===== src/rtl/ascon_stream_feeder.sv =====
// Stream adapter between a host word/ciphertext interface and an ASCON AEAD core.
// Optional tag comparison is built when ASCON_TAG_CHECK_EN is defined.
module ascon_stream_feeder (
  input  logic          clk,
  input  logic          nRST,
  input  logic          cmd_valid,
  input  logic [1:0]    cmd_mode,
  output logic          cmd_ready,
  input  logic          in_valid,
  output logic          in_ready,
  input  logic [63:0]   in_data,
  input  logic [3:0]    in_len,
  input  logic          in_last,
  output logic          core_start,
  output logic [1:0]    core_mode,
  output logic [63:0]   core_blockin,
  output logic [3:0]    core_datalen,
  input  logic          core_read,
  input  logic [63:0]   core_CTblock,
  input  logic          core_CTv,
  input  logic [127:0]  core_Tag,
  input  logic          core_Tv,
  output logic          ct_valid,
  input  logic          ct_ready,
  output logic [63:0]   ct_data,
  output logic          tag_valid,
  output logic [127:0]  tag_out,
  output logic          busy,
  output logic          err_underrun,
  output logic          err_overflow
`ifdef ASCON_TAG_CHECK_EN
  ,
  input  logic [127:0]  exp_tag,
  output logic          tag_ok
`endif
);

  typedef enum logic [2:0] {S_IDLE, S_START, S_FEED, S_PAD, S_WAIT_TAG} state_t;

  state_t         state_q, state_d;
  logic [63:0]    in_data_q [4];
  logic [3:0]     in_len_q  [4];
  logic           in_last_q [4];
  logic [1:0]     in_wr_q, in_rd_q;
  logic [2:0]     in_cnt_q;
  logic           last_seen_q;
  logic [63:0]    ct_mem_q [4];
  logic [1:0]     ct_wr_q, ct_rd_q;
  logic [2:0]     ct_cnt_q;
  logic           core_start_q, tag_valid_q, err_underrun_q, err_overflow_q;
  logic [1:0]     core_mode_q;
  logic [127:0]   tag_out_q;
`ifdef ASCON_TAG_CHECK_EN
  logic [127:0]   exp_tag_q;
  logic           tag_ok_q;
`endif

  logic in_empty, in_push, in_pop, underrun, cmd_accept;
  logic ct_pop, ct_push, ct_drop, tag_take;
  logic [3:0] in_len_clamped;

  assign in_empty       = (in_cnt_q == 3'd0);
  assign in_ready       = (in_cnt_q != 3'd4) && !last_seen_q &&
                          (state_q == S_START || state_q == S_FEED);
  assign in_push        = in_valid && in_ready;
  assign in_pop         = core_read && !in_empty;
  assign underrun       = core_read && in_empty && (state_q == S_FEED);
  assign in_len_clamped = (in_len > 4'd8) ? 4'd8 : in_len;
  assign cmd_accept     = (state_q == S_IDLE) && cmd_valid;
  assign ct_pop         = ct_valid && ct_ready;
  // A full FIFO still accepts a push when its head leaves in the same cycle.
  assign ct_push        = core_CTv && ((ct_cnt_q != 3'd4) || ct_pop);
  assign ct_drop        = core_CTv && !ct_push;
  assign tag_take       = (state_q == S_WAIT_TAG) && core_Tv;

  assign core_blockin = in_empty ? 64'd0 : in_data_q[in_rd_q];
  assign core_datalen = in_empty ? 4'd0  : in_len_q[in_rd_q];
  assign cmd_ready    = (state_q == S_IDLE);
  assign busy         = (state_q != S_IDLE);
  assign core_start   = core_start_q;
  assign core_mode    = core_mode_q;
  assign ct_valid     = (ct_cnt_q != 3'd0);
  assign ct_data      = ct_mem_q[ct_rd_q];
  assign tag_valid    = tag_valid_q;
  assign tag_out      = tag_out_q;
  assign err_underrun = err_underrun_q;
  assign err_overflow = err_overflow_q;
`ifdef ASCON_TAG_CHECK_EN
  assign tag_ok       = tag_ok_q;
`endif

  // NOTE: state_d gets a default before the case so no path leaves it unassigned (no latch).
  always_comb begin
    state_d = state_q;
    case (state_q)
      S_IDLE:     if (cmd_valid) state_d = S_START;
      S_START:    state_d = S_FEED;
      S_FEED:     if (in_pop && in_last_q[in_rd_q])
                    state_d = (in_len_q[in_rd_q] == 4'd8) ? S_PAD : S_WAIT_TAG;
      S_PAD:      if (core_read) state_d = S_WAIT_TAG;
      S_WAIT_TAG: if (core_Tv) state_d = S_IDLE;
      default:    state_d = S_IDLE;
    endcase
  end

  // NOTE: all sequential state uses non-blocking assignments so every register samples pre-edge values.
  always_ff @(posedge clk) begin
    if (!nRST) begin
      state_q        <= S_IDLE;
      in_wr_q        <= '0;
      in_rd_q        <= '0;
      in_cnt_q       <= '0;
      last_seen_q    <= 1'b0;
      ct_wr_q        <= '0;
      ct_rd_q        <= '0;
      ct_cnt_q       <= '0;
      core_start_q   <= 1'b0;
      core_mode_q    <= '0;
      tag_valid_q    <= 1'b0;
      tag_out_q      <= '0;
      err_underrun_q <= 1'b0;
      err_overflow_q <= 1'b0;
`ifdef ASCON_TAG_CHECK_EN
      exp_tag_q      <= '0;
      tag_ok_q       <= 1'b0;
`endif
      // NOTE: FIFO storage is cleared on reset so no stale block can reach the core or host.
      for (int i = 0; i < 4; i++) begin
        in_data_q[i] <= '0;
        in_len_q[i]  <= '0;
        in_last_q[i] <= 1'b0;
        ct_mem_q[i]  <= '0;
      end
    end else begin
      state_q      <= state_d;
      core_start_q <= cmd_accept;
      if (cmd_accept) begin
        core_mode_q <= cmd_mode;
        last_seen_q <= 1'b0;
      end

      if (in_push) begin
        in_data_q[in_wr_q] <= in_data;
        in_len_q[in_wr_q]  <= in_len_clamped;
        in_last_q[in_wr_q] <= in_last;
        in_wr_q            <= in_wr_q + 2'd1;
        if (in_last) last_seen_q <= 1'b1;
      end
      if (in_pop) in_rd_q <= in_rd_q + 2'd1;
      case ({in_push, in_pop})
        2'b10:   in_cnt_q <= in_cnt_q + 3'd1;
        2'b01:   in_cnt_q <= in_cnt_q - 3'd1;
        default: in_cnt_q <= in_cnt_q;
      endcase

      if (ct_push) begin
        ct_mem_q[ct_wr_q] <= core_CTblock;
        ct_wr_q           <= ct_wr_q + 2'd1;
      end
      if (ct_pop) ct_rd_q <= ct_rd_q + 2'd1;
      case ({ct_push, ct_pop})
        2'b10:   ct_cnt_q <= ct_cnt_q + 3'd1;
        2'b01:   ct_cnt_q <= ct_cnt_q - 3'd1;
        default: ct_cnt_q <= ct_cnt_q;
      endcase

      if (cmd_accept) begin
        tag_valid_q <= 1'b0;
      end else if (tag_take) begin
        tag_valid_q <= 1'b1;
        tag_out_q   <= core_Tag;
      end
`ifdef ASCON_TAG_CHECK_EN
      if (cmd_accept) begin
        exp_tag_q <= exp_tag;
        tag_ok_q  <= 1'b0;
      end else if (tag_take) begin
        tag_ok_q  <= (core_Tag == exp_tag_q);
      end
`endif

      if (cmd_accept)    err_underrun_q <= 1'b0;
      else if (underrun) err_underrun_q <= 1'b1;
      // A drop in the accept cycle still belongs to the host's view, so it wins over the clear.
      if (ct_drop)         err_overflow_q <= 1'b1;
      else if (cmd_accept) err_overflow_q <= 1'b0;
    end
  end

endmodule


===== config.mk =====
export PLATFORM = sky130hd
export DESIGN_NAME = ascon_stream_feeder
export DESIGN_NICKNAME = d
export VERILOG_FILES = /design/src/rtl/ascon_stream_feeder.sv
export SDC_FILE = /design/constraint.sdc
export NUM_CORES = 1
export LEC_CHECK = 0
export BUFFER_PORTS_ARGS = -buffer_cell sky130_fd_sc_hd__buf_2
export CELL_PAD_IN_SITES_DETAIL_PLACEMENT = 0
export CELL_PAD_IN_SITES_GLOBAL_PLACEMENT = 1
export CORE_MARGIN = 2
export CORE_UTILIZATION = 45
export DETAILED_ROUTE_END_ITERATION = 7
export GPL_TIMING_DRIVEN = 0
export PLACE_DENSITY = 0.83
export SYNTH_ARGS = -nofsm -noshare
export SYNTH_HDL_FRONTEND = slang
export SYNTH_SLANG_ARGS = --single-unit

===== constraint.sdc =====
create_clock -name clk -period 8.2 [get_ports clk]
set_input_delay 1.64 -clock clk [delete_from_list [all_inputs] [get_ports clk]]
set_output_delay 1.64 -clock clk [all_outputs]
set_load 0.005 [all_outputs]

* After elaboration in Yosys (flattened, before gate mapping)
Memories as Yosys holds them, arrays and structs flattened. A register that Yosys moved wholly into a read port is not among the register bits.
Index checks and enable logic that the tools add are counted.
** Operators by class
- $add $sub $neg :: 8
- $lt $le $gt $ge :: 1
- Equality and inequality tests :: 15
- Mux-type cells :: 43
- Bitwise gates (word level) :: 2
- Reductions and logical operators :: 31
** Operators by type and width (number)
- $mux 64 :: 3
- $reduce_or 64->1 :: 2
- $mux 2 :: 12
- $mux 1 :: 17
- $mux 3 :: 5
- $pmux 3 s5 :: 1
- $logic_and 1x1->1 :: 12
- $mux 4 :: 3
- $pmux 3 s2 :: 2
- $add 2x1->2 const B :: 4
- $add 3x1->3 const B :: 2
- $eq 3x2->1 const B :: 2
- $logic_not 3->1 :: 2
- $ne 2x2->1 const B :: 3
- $ne 3x3->1 const B :: 2
- $reduce_bool 2->1 :: 3
- $reduce_bool 3->1 :: 2
- $sub 3x1->3 const B :: 2
- $eq 2x1->1 const B :: 2
- $eq 2x2->1 const B :: 2
- $eq 4x4->1 const B :: 1
- $gt 4x4->1 const B :: 1
- $reduce_and 4->1 :: 1
- $reduce_or 4->1 :: 1
- other kinds (9) :: 13
** Word-level totals
- Flip-flop bits (word level) :: 152
- RAM bits :: 532
- Input bits :: 271
- Output and inout port bits :: 270
- Word-level logic and storage cells :: 118
- Memories kept :: 4
** Memory list
- ct_mem_q :: words 4, bits a word 64, rd ports 1, clocked after memory_dff 1, wr ports 4, RTL line 47 : logic [63:0] ct_mem_q [4];
- in_data_q :: words 4, bits a word 64, rd ports 1, clocked after memory_dff 1, wr ports 4, RTL line 41 : logic [63:0] in_data_q [4];
- in_len_q :: words 4, bits a word 4, rd ports 1, clocked after memory_dff 1, wr ports 4, RTL line 42 : logic [3:0] in_len_q [4];
- in_last_q :: words 4, bits a word 1, rd ports 1, clocked after memory_dff 1, wr ports 4, RTL line 43 : logic in_last_q [4];

* Logic depth before layout (Yosys ltp)
Gate-level depths: netlist of the first run.
- Depth after elaboration :: 9
- Mapped depth :: 11

* Worst setup path before layout of the first run
OpenSTA, ideal clock, no wires.
- Path type :: input -> register
- Start point :: input ct_ready
- End point :: memory ct_mem_q[2][0] (enable)
- Setup time :: 0.581 ns
- Arrival time :: 6.639 ns
- Data required time :: 7.619 ns
- Path slack :: 0.980 ns
- Cell stages on the path :: 3
- Buffers on the path :: 0
- Cell sequence :: or4b_1 -> nand2_1 -> o31ai_1
** RTL lines
- from (decl) :: RTL line 24 : input logic ct_ready,
- to (decl) :: RTL line 47

==> results of run 1 <==
## metrics by stage
step | setup WS (ps) | cells | setup TNS [ps] | power, mW | cell area [µm²]
floorplan | 980 | 2115 | 0 | 5.56 | 28900
global route | 3110 | 3656 | 0 | 10.1 | 35500
detailed placement | 3450 | 3515 | 0 | 6.51 | 33100
finish | 3390 | 3659 | 0 | 9.74 | 35500
global placement | -2960 | 3500 | -523360 | 6.45 | 32700
CTS | 3250 | 3650 | 0 | 9.81 | 35500
## state kept, by name, indices dropped and copies added (netlist names), 2 cells and up, named ones only
| signal | flops |
|---|---|
| in_rd_q | 2 |
| in_last_q | 4 |
| ct_mem_q | 256 |
| state_q | 3 |
| tag_out | 128 |
| core_mode | 2 |
| in_data_q | 256 |
| ct_rd_q | 2 |
| ct_wr_q | 2 |
| in_cnt_q | 3 |
| ct_cnt_q | 3 |
| in_wr_q | 2 |
| in_len_q | 16 |
## critical path: stages (launching register included)
cell,delay [ps]
sky130_fd_sc_hd__dfxtp_1,310
sky130_fd_sc_hd__clkbuf_1,330
sky130_fd_sc_hd__clkbuf_1,580
sky130_fd_sc_hd__clkbuf_1,610
sky130_fd_sc_hd__mux4_2,420
sky130_fd_sc_hd__and2_1,200
sky130_fd_sc_hd__buf_2,130
## logic make-up after synthesis
| family | count (synthesis) |
|---|---|
| AND/OR/NAND/NOR | 942 |
| flip-flops | 688 |
| buffers and inverters | 179 |
| AO/OA/AOI/OAI | 152 |
| multiplexers | 137 |
| XOR/XNOR | 13 |
| adder cells (fa/ha/maj) | 4 |
## power breakdown
group	switching (mW)	internal (mW)	total, mW
clock	1.36	1.95	3.32
sequential	0.113	4.14	4.26
combinational	1.24	0.922	2.16
## per-layer routing
| metal | part of all wire, % | global-route usage, % | up-vias |
|---|---|---|---|
| met3 | 8.6 | 6.26 | 145 |
| met1 | 40 | 32.8 | 9927 |
| met2 | 49 | 40.7 | 803 |
| li1 | - | - | 8896 |
| met5 | 0.19 | 0 | - |
| met4 | 2.4 | 7.59 | 26 |
## placed cells by master (no fill, tap or decap), types with 4 or more instances in the layout
cell	Yosys	layout
sky130_fd_sc_hd__mux2i_1	4	4
sky130_fd_sc_hd__clkinv_1	0	16
sky130_fd_sc_hd__nand2_4	0	4
sky130_fd_sc_hd__nand3_1	7	7
sky130_fd_sc_hd__and2_1	391	391
sky130_fd_sc_hd__mux4_2	132	132
sky130_fd_sc_hd__nand2b_1	7	6
sky130_fd_sc_hd__diode_2	0	9
sky130_fd_sc_hd__edfxtp_1	529	529
sky130_fd_sc_hd__bufinv_16	0	6
sky130_fd_sc_hd__nand2_1	276	272
sky130_fd_sc_hd__buf_2	14	553
sky130_fd_sc_hd__buf_12	0	4
sky130_fd_sc_hd__clkbuf_2	10	10
sky130_fd_sc_hd__and3_1	193	193
sky130_fd_sc_hd__buf_16	0	8
sky130_fd_sc_hd__nor3_1	4	4
sky130_fd_sc_hd__or3_1	7	7
sky130_fd_sc_hd__clkbuf_1	132	152
sky130_fd_sc_hd__xor2_1	8	8
sky130_fd_sc_hd__clkbuf_8	0	5
sky130_fd_sc_hd__xnor2_1	5	5
sky130_fd_sc_hd__dfxtp_1	159	159
sky130_fd_sc_hd__inv_1	12	12
sky130_fd_sc_hd__nor2_1	40	40
sky130_fd_sc_hd__a21oi_1	136	136
sky130_fd_sc_hd__clkbuf_16	0	77
sky130_fd_sc_hd__buf_1	9	9
sky130_fd_sc_hd__clkinv_2	0	7
## final cells by class
cell class                 count  area, µm²
inverter                      13       48.8
buffer                       166        661
multi-input combinational   1248       9200
sequential                   688      19100
timing repair buffer         554       3040
antenna                        9       22.5
tap                          846       1060
clock inverter                33        308
clock buffer                 102       2070
fill                        5324      27800
## worst max-delay path by stage
| stage | start | end | slack [ps] | cells past startpoint |
|---|---|---|---|---|
| after floorplan | ct_ready | ct_mem_q[2][0]$_SDFFCE_PN0P_ | 980 | 3 |
| after global placement | ct_ready | ct_mem_q[2][55]$_SDFFCE_PN0P_ | -2960 | 4 |
| after detailed placement | nRST | in_data_q[2][62]$_SDFFCE_PN0P_ | 3450 | 6 |
| after CTS | flop | core_blockin[54] | 3250 | 6 |
| after global routing | flop | core_blockin[37] | 3110 | 6 |
| final | flop | core_blockin[23] | 3390 | 6 |
==> flow_results.org, run 1 <==
** Outcome
- Result of the run :: finished clean

** STA
- Setup violations remaining at the end of the flow were counted as 0.
- Final clock period utilization by the worst path :: slightly below 60%
- Across the routed clock network, the largest skew measured is 12.6 ps.
- Hold timing on the final database bottoms out at a slack of 451 ps.
- Remaining max-slew budget at the tightest pin :: 7.65%
- Count of final max-slew check failures :: 0
- For the pin with the worst max-slew slack, the measured transition is approximately 1400 ps.
- Static timing analysis puts the maximum clock frequency at between 200 and 250 MHz.
- The count of endpoints failing hold in the final timing report came to 0.
- Setup repair after global routing left no endpoint under its margin.
- Final critical-path required period :: approximately 4800 ps

** Synth
- Share of synthesized registers carrying an async set or reset :: 0%
- For this run, the leading register cell type out of synthesis is sky130_fd_sc_hd__edfxtp_1.
- Summing the areas of all and, or, nand and nor instances in the mapped netlist gives 17.7% of the synthesized area.
- Mean cell area of the mapped netlist :: 13.7 µm²
- After Yosys synthesis, full adders, half adders and majority gates account for less than 1% of the synthesized area.
- Proportion of synthesized area in mux cells :: 10.5%
- During synthesis, Yosys emitted a total of 0 warnings.
- Post-Syn Instances :: 2,115
- XOR/XNOR share of the synthesized area :: less than 1%
- In this run the biggest area consumer among cell types represents 55.0% of the synthesized area.
- Summed over all instances, the cell type with the most area after synthesis is sky130_fd_sc_hd__edfxtp_1.
- After synthesis, the largest family of logic cells by area is simple AND/OR/NAND/NOR gates.
- Sequential share of the synthesized area :: 66.0%
- After synthesis, the cell types taking the most area are sky130_fd_sc_hd__edfxtp_1 (55%), sky130_fd_sc_hd__dfxtp_1 (11%), sky130_fd_sc_hd__mux4_2 (10%), sky130_fd_sc_hd__and2_1 (8.5%), sky130_fd_sc_hd__and3_1 (4.2%).
- The number of nets in the synthesized netlist is 2,390.
- Number of distinct library cells after synthesis :: 48
- Compound-gate portion of the synthesized area :: approximately 2.8%
- Number of enable-type register cells in the synthesized netlist :: 529
- Cell area after synthesis :: between 20,000 and 30,000 µm²
- Synthesis inferred 688 register bits.
- Top cell types by occurrence after synthesis :: sky130_fd_sc_hd__edfxtp_1 (529), sky130_fd_sc_hd__and2_1 (391), sky130_fd_sc_hd__nand2_1 (276)
- In the post-synthesis netlist, the cell with the most instances is sky130_fd_sc_hd__edfxtp_1.

** Worst setup path
- Nature of the critical path endpoint :: output pin
- STA classifies the critical path startpoint as a flop.
- Required time of the critical path :: 6560 ps
- Of all nets on the critical path, the largest fanout is 10.
- The number of cells on the worst reg-to-reg path is 6.
- The setup check on the worst reg-to-reg path leaves a slack of 5110 ps.
- The startpoint identified for the worst register-to-register timing path is state_q[2]$_SDFFE_PN0P_.
- In this run the critical register-to-register path is captured at in_data_q[2][62]$_SDFFCE_PN0P_.
- The critical path is of the flop to output pin type.
- For the worst setup path, the data arrival time is 3170 ps.

** Clocking
- In this run, CTS created clock tree buffers numbering 74.
- Number of sinks on the clock net :: 688
- Post-CTS Setup Repair Bufs :: 0
- In this run the number of H-tree levels came out at 3.
- In this run the clock root is driven by a sky130_fd_sc_hd__clkbuf_16.
- Maximum root-to-sink buffer count :: 3
- Number of buffers added to fix hold violations after cts :: 0
- TritonCTS built the clock tree.
- Later-pin clock latency in the skew report :: about 600 ps
- Clock-pin slew was measured on the worst setup and hold paths at ~60 ps.
- Post-cts gate resize count :: 0

** Cells and area
- Number of nets at the end of the flow :: approximately 3,000
- The area growth from synthesis to layout is 22.8%.
- Cells fill 56.0% of the core in the end.
- Share of final-layout standard cells stronger than drive strength 1 :: 29.4%

** Pwr
- VDD sags by at most around 0.17 mV.
- Dividing total power by cell area gives a power density of 274 nW/µm².
- In this run the static leakage power is 14.5 nW.

** Floorplanning
- Vertical extent of the die :: 257 µm
- Count of pins on the block boundary :: between 500 and 600
- Die area :: 66,300 µm²
- Chip width :: about 260 µm
- Starting utilization of the core area :: approximately 46%
- Core region area :: 63,300 µm²
- In this run the core area contains between 90 and 100 standard-cell rows.

** Place
- In this run the tool buffered the top-level ports with 539 buffer cells.
- The congestion estimate from routability-driven global placement came to between 0.9 and 1.
- Detailed placement finished with a half-perimeter wire length of around 60,000 µm.

** Route
- The final layout contains routed wiring with a total length of between 80,000 and 90,000 µm.
- For this run, design rule violations remaining after detail routing come to 0.
- 1st-iter DRT viols :: 1,976
- Dividing the detail-routed wire length by the instance count gives 23.0 µm.
- Summing over every cut layer, the via total after detailed routing is 19,800.
- The count of nets left with antenna violations once routing finished came out at 0.
- DRT Pass-1 Iters :: 6
- In the routed layout, each cell is associated on average with a via count of approximately 5.4.

** Hold path
- The startpoint identified for the worst hold timing path is tag_out[43]$_SDFFE_PN0P_.
- For hold timing, the worst endpoint is tag_out[43]$_SDFFE_PN0P_.
- Worst hold path stage count :: 2
- The min-delay analysis places its worst path in the category flop to flop.

** Global routing
- The first global-routing pass estimated 123,000 µm of wire.
- Via count of the first global-routing pass :: 19,600
- The initial antenna violation count is 21.
- Global routing finished with a remaining overflow of 0.
- Overall fraction of global-route tracks in use :: about a quarter
- Entering global routing, the biggest net connects about 40 pins.

** Job
- Max-capacitance violation count :: 0
Power figures use the tool's default switching activity.
==> run 2, diff against run 1 <==
Clock period 8.2 ns to 4.53 ns, I/O delays scaled along.
==> flow_results.org, run 2 (synthesized netlist as in run 1, its figures left out) <==
** Clocking
- CTS buffer count :: 73 (-1.4%)
- The worst-skew pair later-pin latency was 600 ps (about the same).
- The total number of H-tree levels was 3 (unchanged).
- The post-CTS setup buffer count came to 0 (unchanged).
- Number of sinks on the clock net :: 688 (unchanged)
- Post-cts gate resize count :: 0 (unchanged)
- Post-CTS clock slew at the launch and capture registers of the worst setup and hold paths :: 60 ps (about the same)
- TritonCTS clock tree :: done
- The count of hold buffers inserted by post-cts repair is 0 (unchanged).
- Maximum root-to-sink buffer count :: 3 (unchanged)
- The tree is rooted in a sky130_fd_sc_hd__clkbuf_16.

** Route
- The number of remaining DRC errors is 0 (unchanged).
- Routed Antenna Nets :: 0 (unchanged)
- DR vias :: 19,700 (-0.41%)
- The violation count after the first detailed-routing iteration was 1,768 (-11%).
- Routed Wire Length :: 82,100 µm (-2.6%)
- The wire length per cell came to 22.5 µm (-2.5%).
- DRT Pass-1 Iters :: 5 (-1)
- Vias per inst :: 5.39 (-0.35%)

** Floorplanning
- Core Rows :: 92 (unchanged)
- Count of pins on the block boundary :: 541 (unchanged)
- The horizontal die dimension is 257 µm (unchanged).
- Starting utilization of the core area :: 45.6% (unchanged)
- The die height is 257 µm (unchanged).
- Core region area :: 63,300 µm² (unchanged)
- The floorplan die area was 66,300 µm² (unchanged).

** Worst setup path
- Critical path arrival :: 3240 ps (+70 ps)
- The setup path with the least slack is of type flop to output pin.
- The internal reg-to-reg setup slack is 1640 ps (-3470 ps).
- The largest incremental delay on the critical path came to 590 ps (-20 ps).
- Among cell families on the critical path, the largest total delay comes from buffers and inverters.
- Nature of the critical path endpoint :: output pin
- Buffers & Inverters on Critical Path :: 4 (unchanged)
- Kind of start point of the critical path :: flop
- The cell that appears most often on the critical path is sky130_fd_sc_hd__clkbuf_1.
- The required time of the critical path was 3620 ps (-2940 ps).
- The largest individual stage delay along the critical path comes from the cell sky130_fd_sc_hd__clkbuf_1.
- The peak fanout along the critical path was 10 (unchanged).
- Traced cell by cell, the critical path runs through clkbuf_1 -> clkbuf_1 -> clkbuf_1 -> mux4_2 -> and2_1 -> buf_2.

** Job
- Max-capacitance violation count :: 0 (unchanged)

** Pwr
- Maximum ir drop on the vdd rail :: 0.290 mV (+72%)
- Leakage power summed over all cells :: 14.5 nW (-0.29%)
- Power per Cell Area :: 495 nW/µm² (+80%)

** Global routing
- Overall fraction of global-route tracks in use :: 24.3% (-0.57 points)
- Antenna violations before repair :: 26 (+24%)
- Aggregate global routing overflow :: 0 (unchanged)
- The first-pass GRT wire length came to 121,000 µm (-1.3%).
- The largest net degree at the start of global routing came to 55 (+34%).
- Via count of the first global-routing pass :: 19,800 (+0.98%)

** Cells and area
- Commonest non-fill, non-tap cell in the layout :: sky130_fd_sc_hd__buf_2
- Leading cell types in the layout, fill and taps excluded :: sky130_fd_sc_hd__buf_2 (553), sky130_fd_sc_hd__edfxtp_1 (529), sky130_fd_sc_hd__and2_1 (391), sky130_fd_sc_hd__nand2_1 (272), sky130_fd_sc_hd__and3_1 (193)
- Number of nets at the end of the flow :: 3,018 (-0.066%)
- The fraction of final layout cells sized beyond drive strength 1 came to 29.5% (+0.13 points).
- Total non-filler cell area in the finished layout :: 35,400 µm² (-0.25%)
- From synthesis to final layout, the design area changed by 22.4%.
- The number of filler instances in the final layout is 5,240 (-1.6%).

** STA
- The clock skew is 15.4 ps (+2.81 ps).
- Setup tns final :: 0 ps (unchanged)
- The least setup slack across all paths after layout was 381 ps (-3010 ps).
- Count of final max-slew check failures :: 0 (unchanged)
- Dividing the final minimum period by the clock period gives 91.6%.
- The final setup violation count is 0 (unchanged).
- Remaining max-slew budget at the tightest pin :: 18.7% (+11 points)
- Setup repair after global routing left no endpoint under its margin.
- The slew at the pin closest to its max-slew limit was 1210 ps (-162 ps).
- Final critical-path required period :: between 4000 and 5000 ps
- The count of endpoints failing hold in the final timing report came to 0 (unchanged).
- Fmax achieved :: 241 MHz

** Place
- The worst setup slack after placement is 536 ps (-2910 ps).
- Detailed Place HPWL :: 57,400 µm (-4.4%)
- The total placed instance area is 33,000 µm² (-0.20%).
- The number of input and output port buffers inserted was 539 (unchanged).
- The final estimated routing congestion in global placement came to 0.910 (+0.51%).

** Outcome
- Result of the run :: finished clean

** Hold path
- Classification of the worst-slack hold path :: flop to flop
run 2: metal layers:
metal  track usage (%)  up-vias  share of wire [%]
li1                  -     8879                  -
met1              31.8     9866                 39
met2              39.9      786                 49
met3              6.42      153                8.9
met4              7.23       32                2.4
met5                 0        -               0.25
run 2: per-stage QoR:
step	power, mW	util (%)	instances	hold slack [ps]
6_report	17.5	55.9	3657	450
3_5_place_dp	11.8	52.1	3513	443
2_1_floorplan	10.1	-	2115	444
3_3_place_gp	11.7	51.6	3500	440
4_1_cts	17.7	55.8	3643	452
5_1_grt	18.2	55.9	3652	467
run 2: path summary, 6_finish.rpt:
| path | from | to | cells after the start |
|---|---|---|---|
| hold / removal | tag_out[72]$_SDFFE_PN0P_ | tag_out[72]$_SDFFE_PN0P_ | 2 |
| hold reg to reg | tag_out[72]$_SDFFE_PN0P_ | tag_out[72]$_SDFFE_PN0P_ | 2 |
| setup reg to reg | state_q[0]$_SDFFE_PN0P_ | in_data_q[1][51]$_SDFFCE_PN0P_ | 8 |
| setup / recovery | flop | core_blockin[10] | 6 |
run 2: worst min-delay path: stages (launching register included):
cell,delay (ps)
sky130_fd_sc_hd__dfxtp_1,300
sky130_fd_sc_hd__nand2_1,50
sky130_fd_sc_hd__a21oi_1,50
run 2: power breakdown:
group	internal (mW)	switching [mW]	total, mW
clock	3.50	2.42	5.92
sequential	7.50	0.201	7.70
combinational	1.66	2.23	3.88
run 2: area by class of cell:
type | instances | area [µm²] | share of cell area, %
Antenna cell | 13 | 32.5 | 0.0919
Buffer | 166 | 661 | 1.87
Clock buffer | 92 | 1950 | 5.51
Clock inverter | 38 | 393 | 1.11
Inverter | 13 | 48.8 | 0.138
Multi-Input combinational cell | 1248 | 9200 | 26.0
Sequential cell | 688 | 19100 | 53.9
Tap cell | 846 | 1060 | 2.99
Timing Repair Buffer | 553 | 2980 | 8.42
